**src/rtl/tx_queue_sched.sv**
```systemverilog
// TX queue scheduler: round-robin arbitration over four queues, CSMA/CA handshake,
// ACK timeout supervision and bounded retransmission with pop/drop reporting.
module tx_queue_sched #(
  parameter int RETRY_WIDTH   = 4,
  parameter int TIMEOUT_WIDTH = 16
) (
  input  logic                     clk,
  input  logic                     rstn,
  input  logic                     tsf_pulse_1M,
  input  logic [3:0]               queue_req,
  input  logic [3:0]               slice_en,
  input  logic [3:0]               queue_ack_req,
  input  logic                     backoff_done,
  input  logic [RETRY_WIDTH-1:0]   max_retry,
  input  logic [TIMEOUT_WIDTH-1:0] ack_timeout_us,
  input  logic                     tx_start_ack,
  input  logic                     tx_done,
  input  logic                     ack_ok,
  output logic                     tx_start_req,
  output logic [1:0]               tx_queue_sel,
  output logic                     retrans_in_progress,
  output logic [3:0]               queue_pop,
  output logic [3:0]               queue_drop,
  output logic [2:0]               sched_state
);

  typedef enum logic [2:0] {
    IDLE         = 3'd0,
    WAIT_BACKOFF = 3'd1,
    START        = 3'd2,
    TX           = 3'd3,
    WAIT_ACK     = 3'd4
  } state_t;

  state_t                   state;
  logic [RETRY_WIDTH-1:0]   retry_cnt;
  logic [TIMEOUT_WIDTH-1:0] ack_timer;
  logic [1:0]               last_served;
  logic                     locked;

  logic [3:0] eligible;
  logic       grant_found;
  logic [1:0] grant_idx;
  logic [1:0] cand;
  logic [3:0] sel_onehot;
  logic       frame_ok;
  logic       frame_fail;
  logic       give_up;

  // Round-robin search starts just after the last served queue; k=4 wraps onto it.
  always_comb begin
    eligible    = queue_req & slice_en;
    grant_found = 1'b0;
    grant_idx   = last_served;
    cand        = '0;
    for (int unsigned k = 1; k <= 4; k++) begin
      cand = last_served + 2'(k);
      if (!grant_found && eligible[cand]) begin
        grant_found = 1'b1;
        grant_idx   = cand;
      end
    end
  end

  always_comb begin
    sel_onehot = 4'b0001 << tx_queue_sel;
    frame_ok   = (state == TX && tx_done && !queue_ack_req[tx_queue_sel]) ||
                 (state == WAIT_ACK && ack_ok);
    frame_fail = (state == WAIT_ACK) && !ack_ok && (ack_timer == '0);
    give_up    = (retry_cnt >= max_retry);
  end

  assign sched_state = state;

  always_ff @(posedge clk or negedge rstn) begin
    if (!rstn) begin
      state               <= IDLE;
      tx_start_req        <= 1'b0;
      tx_queue_sel        <= '0;
      retrans_in_progress <= 1'b0;
      queue_pop           <= '0;
      queue_drop          <= '0;
      retry_cnt           <= '0;
      ack_timer           <= '0;
      last_served         <= 2'd3;
      locked              <= 1'b0;
    end else begin
      queue_pop  <= '0;
      queue_drop <= '0;
      case (state)
        IDLE: begin
          if (!locked) begin
            if (grant_found) begin
              tx_queue_sel <= grant_idx;
              locked       <= 1'b1;
              state        <= WAIT_BACKOFF;
            end
          end else if (eligible[tx_queue_sel]) begin
            state <= WAIT_BACKOFF;
          end
        end
        WAIT_BACKOFF: begin
          if (!eligible[tx_queue_sel]) begin
            state <= IDLE;
          end else if (backoff_done) begin
            state        <= START;
            tx_start_req <= 1'b1;
          end
        end
        START: begin
          if (tx_start_ack) begin
            state        <= TX;
            tx_start_req <= 1'b0;
          end
        end
        TX: begin
          if (tx_done && queue_ack_req[tx_queue_sel]) begin
            ack_timer <= ack_timeout_us;
            state     <= WAIT_ACK;
          end
        end
        WAIT_ACK: begin
          if (tsf_pulse_1M && ack_timer != '0)
            ack_timer <= ack_timer - TIMEOUT_WIDTH'(1);
        end
        default: state <= IDLE;
      endcase

      // Frame completion overrides the per-state updates above (last assignment wins).
      if (frame_ok || (frame_fail && give_up)) begin
        if (frame_ok) queue_pop  <= sel_onehot;
        else          queue_drop <= sel_onehot;
        retry_cnt           <= '0;
        retrans_in_progress <= 1'b0;
        last_served         <= tx_queue_sel;
        locked              <= 1'b0;
        state               <= IDLE;
      end else if (frame_fail) begin
        retry_cnt           <= retry_cnt + RETRY_WIDTH'(1);
        retrans_in_progress <= 1'b1;
        state               <= IDLE;
      end
    end
  end

endmodule

```
**config.mk**
```make
export PLATFORM = sky130hd
export DESIGN_NAME = tx_queue_sched
export DESIGN_NICKNAME = d
export VERILOG_FILES = /design/src/rtl/tx_queue_sched.sv
export SDC_FILE = /design/constraint.sdc
export NUM_CORES = 1
export LEC_CHECK = 0
export ABC_CLOCK_PERIOD_IN_PS = 3900
export CAP_MARGIN = 10
export CORE_ASPECT_RATIO = 0.5
export CORE_MARGIN = 2
export CORE_UTILIZATION = 48
export CTS_CLUSTER_DIAMETER = 40
export DETAILED_ROUTE_END_ITERATION = 8
export PLACE_DENSITY = 0.86
export SYNTH_ARGS = -nofsm -noshare
export SYNTH_HDL_FRONTEND = slang
export SYNTH_SLANG_ARGS = --single-unit
```
**constraint.sdc**
```tcl
create_clock -name clk -period 3.9 [get_ports clk]
set_input_delay 0.585 -clock clk [delete_from_list [all_inputs] [get_ports clk]]
set_output_delay 0.585 -clock clk [all_outputs]
set_load 0.01 [all_outputs]
```
==> results of run 1 <==
## registers in the layout, indices dropped and copies added, names as in the netlist
name                 count
tx_queue_sel             2
locked                   1
retry_cnt                4
tx_start_req             1
ack_timer               16
queue_pop                4
queue_drop               4
retrans_in_progress      1
sched_state              3
last_served              2
## layout by cell type (no fill, tap or decap), types with 6 or more instances in the layout
cell type,Yosys,routed
clkdlybuf4s50_1,0,53
o21ai_0,27,27
dfrtp_1,36,36
nand2_1,23,23
o22ai_1,9,9
inv_1,9,9
clkbuf_8,0,6
nand3_1,7,7
nor3_1,10,10
and2_1,6,6
a21oi_1,20,20
ha_1,7,7
nor2_1,31,31
## logic make-up (layout without fill, tap and decap cells)
group,Yosys count,in the layout,synth area share
multiplexers,8,8,0.0478
AND/OR/NAND/NOR,113,113,0.265
buffers and inverters,24,73,0.0435
flip-flops,38,38,0.410
adder cells (fa/ha/maj),7,7,0.0376
AO/OA/AOI/OAI,76,76,0.197
## final cells by class
class | instances | area share
multi-input combinational | 204 | 0.426
sequential | 38 | 0.319
timing repair buffer | 56 | 0.185
clock buffer | 7 | 0.0289
tap | 66 | 0.0276
inverter | 9 | 0.0113
clock inverter | 1 | 0.00168
## worst paths after layout
| check | start | end | cells after the start |
|---|---|---|---|
| max reg2reg | sched_state[0] | retry_cnt[2] | 5 |
| min in group asynchronous | rstn | queue_drop[2] | 2 |
| max in group asynchronous | rstn | last_served[1] | 2 |
| min | tx_start_req | tx_start_req | 2 |
| max | sched_state[0] | retry_cnt[2] | 5 |
| min reg2reg | tx_start_req | tx_start_req | 2 |
## routing by layer
metal / part of all wire / wire length, um / vias up / global-route usage
met4: 0.013 / 76 / 0 / 0.0600
li1: - / - / 1069 / -
met1: 0.44 / 2480 / 1073 / 0.284
met3: 0.063 / 359 / 10 / 0.0436
met5: 0 / 0 / - / 0
met2: 0.49 / 2760 / 74 / 0.383
## worst max-delay path: cells and delay by family (launching register included)
kind / cells / cell delay [ps]
and+or+nand+nor: 4 / 1830
AOI/OAI and AO/OA: 1 / 160
DFF: 1 / 540
## stage by stage
stage / area [um^2] / power [uW] / hold WS (ps)
5_1_grt: 2990 / 1850 / 566
6_report: 2990 / 1730 / 521
2_1_floorplan: 2330 / 1190 / 289
3_3_place_gp: 2890 / 1390 / 488
3_5_place_dp: 2890 / 1430 / 499
4_1_cts: 2980 / 1720 / 518
## power groups by stage
stage,clock [uW],combinational (uW),sequential [uW]
after floorplan,0,514,679
after global placement,0,648,743
after detailed placement,0,680,754
after CTS,283,687,746
after global routing,304,769,778
final,285,693,751
==> impl_metrics.tcl, run 1 <==
set metrics [dict create \
    status "completed" \
    finalCritPeriodShare 0.669 \
    cts.sinks 38 \
    avgSynthCellArea_um2 8.75 \
    clockBufferDepth 2 \
    critical_path.slowest_cell "dfrtp_1" \
    cts_inserted_buffers 5 \
    htreeDepth 2 \
    yosys_warnings 0 \
    cts_setup_buffers 0 \
    layout.cells.non_filler 381 \
    path_class "reg -> reg" \
    synthTopCellsByCount "dfrtp_1, nor2_1, o21ai_0" \
    die_area_um2 5450 \
    pre_cts_slack_ps 1050 \
    drtPass1Iterations 4 \
    crit_required_ps 4120 \
    cp_cell_sequence "nor3b_4 -> nand4_1 -> or3_1 -> or4b_1 -> a21boi_1" \
    clockRootBuffer "clkbuf_8" \
    cts_tree "built" \
    crit_arrival_ps 2830 \
    ys_types 53 \
    postCtsResizedCells 0 \
    cp_max_fo 13 \
    start_kind "flop" \
    grt_usage 0.221 \
    via_count 2226 \
    drive_gt1_frac 0.0857 \
    yosysSeqAreaShare 0.410 \
    ctsHoldBuffers 0 \
    yosysMostFrequentCell "dfrtp_1" \
    synth_nets 312 \
    setup_violations 0 \
    synth_area_leaders "dfrtp_1, o21ai_0, nor2_1" \
    fp.dieH_um 53.2 \
    wl_um 5680 \
    p_sw_uw 707 \
    slew_viol_final 0 \
    clock_latency_ps 300 \
    p_int_uw 1020 \
    synth_seq_cells 38 \
    hold_violations 0 \
    core_um2 4530 \
    swShare 0.409 \
    multiInputGateArea_um2 1270 \
    syn_inst 266 \
    routed_via_density 5.84 \
    layout_setup_ws_ps 1290 \
    power.leakage_uw 0.00119 \
    synth_top_area_frac 0.387 \
    grt_start_max_net_pins 39 \
    tns_ps 0 \
    placed_cells 372 \
    finClkSkew_ps 11.7 \
    final_util 0.659 \
    dpl.hpwl_um 4130 \
    drt_iter0_drc 151 \
    wl_per_cell_um 14.9 \
    ant_nets 0 \
    grt_overflow_total 0 \
    rows 17 \
    clkPwrFrac 0.165 \
    synth-edff-count 0 \
    crit_path_max_incr_delay_ps 540 \
    synthArstFlopShare 1.00 \
    die_w_um 102 \
    min_path_type "reg -> reg" \
    yosys.area.top_type "dfrtp_1" \
    slew-limit-headroom 0.489 \
    place.gp.congestion 0.782 \
    clk_pin_slew_worst_paths_ps 80 \
    seqPwrFrac 0.435 \
    combPwrFrac 0.401 \
    rsz0062_at_grt "false" \
    grt_pass1_wl_um 9250 \
    fin_nets 360 \
    diodes 0 \
    rrSetupSlack_ps 1290 \
    syn_to_final_growth_pct 28.3 \
    synthesis.area_um2 2330 \
    initial_utilization 0.514 \
    grt_pass1_vias 2085 \
    setup.worst_path.end_class "flop" \
    fin_crit_ps 2610 \
    max_freq_mhz 384 \
    grt_antenna_before_repair 0 \
    drc 0 \
    ys.flop_type "dfrtp_1" \
    io_pins 54 \
    maxCapViolCount 0 \
    seqCellArea_um2 953 \
    ir_drop_mv 0.259 \
    tightest_slew_ps 766 \
    power.density_nw_per_um2 579 \
    port_buffers 53 \
    nFillCells 375 \
]
No activity file was read; power rests on OpenSTA's default activity.
==> inputs of run 2 (changes only) <==
==> config.mk (replaced) <==
export PLATFORM = sky130hd
export DESIGN_NAME = tx_queue_sched
export DESIGN_NICKNAME = d
export VERILOG_FILES = /design/src/rtl/tx_queue_sched.sv
export SDC_FILE = /design/constraint.sdc
export NUM_CORES = 1
export LEC_CHECK = 0
export ABC_CLOCK_PERIOD_IN_PS = 2250
export CAP_MARGIN = 10
export CORE_ASPECT_RATIO = 0.5
export CORE_MARGIN = 2
export CORE_UTILIZATION = 45
export CTS_CLUSTER_DIAMETER = 40
export DETAILED_ROUTE_END_ITERATION = 8
export PLACE_DENSITY = 0.85
export SYNTH_ARGS = -nofsm -noshare
export SYNTH_HDL_FRONTEND = slang
export SYNTH_SLANG_ARGS = --single-unit
==> constraint.sdc (replaced) <==
create_clock -name clk -period 2.25 [get_ports clk]
set_input_delay 0.3375 -clock clk [delete_from_list [all_inputs] [get_ports clk]]
set_output_delay 0.3375 -clock clk [all_outputs]
set_load 0.01 [all_outputs]
==> impl_metrics.tcl, run 2 (synthesis gave the netlist of run 1 again) <==
set metrics [dict create \
    grt_pass1_wl_um 10300 \
    crit_arrival_ps 2440 \
    die_w_um 106 \
    dpl-instance-area_um2 3040 \
    fin_area_um2 3200 \
    dpl.hpwl_um 4470 \
    routed_via_density 5.68 \
    finalCritPeriodShare 0.986 \
    port_buffers 53 \
    placed_cells 395 \
    io_pins 54 \
    cts_inserted_buffers 5 \
    htreeDepth 2 \
    fin_crit_ps 2220 \
    ant_nets 0 \
    grt_antenna_before_repair 0 \
    drt_iter0_drc 156 \
    status "completed" \
    cp_cell_sequence "clkdlybuf4s50_1 -> ha_1 -> nand2b_1 -> a2111o_1 -> and2_1 -> or4b_4 -> a21boi_2" \
    finClkSkew_ps 4.78 \
    grt_usage 0.230 \
    tns_ps 0 \
    critical_path.slowest_cell "or4b_4" \
    tightest_slew_ps 485 \
    slew_viol_final 0 \
    cp_max_fo 3 \
    largest_reg_flops 16 \
    clockBufferDepth 2 \
    clk_pin_slew_worst_paths_ps 80 \
    clockRootBuffer "clkbuf_8" \
    slew-limit-headroom 0.677 \
    power.density_nw_per_um2 1060 \
    fp.dieH_um 54.9 \
    path_class "in -> reg" \
    setup_violations 0 \
    layout.cells.non_filler 404 \
    maxCapViolCount 0 \
    start_kind "input port" \
    diodes 0 \
    drc 0 \
    wl_um 6230 \
    grt_pass1_vias 2256 \
    die_area_um2 5800 \
    core_um2 4950 \
    setup.worst_path.end_class "flop" \
    initial_utilization 0.470 \
    drtPass1Iterations 4 \
    ir_drop_mv 0.484 \
    fin_nets 379 \
    ctsHoldBuffers 0 \
    max_freq_mhz 451 \
    power.leakage_uw 0.00131 \
    min_path_type "in -> async" \
    layout_common_cells "clkdlybuf4s50_1, dfrtp_1, nor2_1" \
    grt_start_max_net_pins 39 \
    layout_commonest_cell "clkdlybuf4s50_1" \
    cts_tree "built" \
    drive_gt1_frac 0.153 \
    largest_register "ack_timer" \
    rows 18 \
    hold_violations 0 \
    crit_path_max_incr_delay_ps 520 \
    final_util 0.647 \
    crit_required_ps 2470 \
    r2r_cells 7 \
    cts.sinks 38 \
    wl_per_cell_um 15.4 \
    syn_to_final_growth_pct 37.7 \
    fin_hold_ws_ps 487 \
    grt_overflow_total 0 \
    clock_latency_ps 300 \
    place.gp.congestion 0.872 \
    via_count 2293 \
]
## run 2: per-stage QoR
stage | total power, uW | setup slack, ps
after CTS | 3380 | 2.65
after floorplan | 2070 | 71.3
after detailed placement | 2620 | -356
after global routing | 3650 | -20.3
final | 3400 | 30.7
after global placement | 2550 | -199
## run 2: cell type report
class                   count  area, um^2
clock buffers               6        82.6
clock inverters             2        60.1
fillers                   394        1750
inverters                   9        33.8
multi-input cells         204        1290
flip-flops and latches     38         953
well taps                  70        87.6
repair buffers             75         696
## run 2: final timing paths
check,from,endpoint,slack [ps]
hold reg to reg,tx_start_req,tx_start_req,530
max in group asynchronous,rstn,last_served[1],1410
setup / recovery,max_retry[0],retry_cnt[2],30
hold / removal,rstn,retrans_in_progress,490
min in group clk,tx_start_req,tx_start_req,530
setup reg to reg,retry_cnt[0],retry_cnt[2],90
## run 2: what timing repair did
item	4_1_cts	5_1_grt
setup endpoints to repair	2	3
pin swaps	0	1
buffers inserted	1	0
gates resized for setup	2	3
## run 2: layer usage
metal / vias to the layer above / wire [um] / GRT usage
met5: - / 0 / 0
met4: 0 / 121 / 0.101
met3: 16 / 332 / 0.0583
met2: 58 / 3170 / 0.422
met1: 1119 / 2610 / 0.268
li1: 1100 / - / -
## run 2: critical path, delay by kind of cell
kind | cells | cell delay [ps]
buffers and inverters | 1 | 400
adders and majority gates | 1 | 280
and+or+nand+nor | 3 | 840
AOI/OAI and AO/OA | 2 | 590
## run 2: where the power goes
part,internal [uW],switching [uW],total (uW)
clock network,473,263,736
registers,934,283,1220
logic,714,735,1450
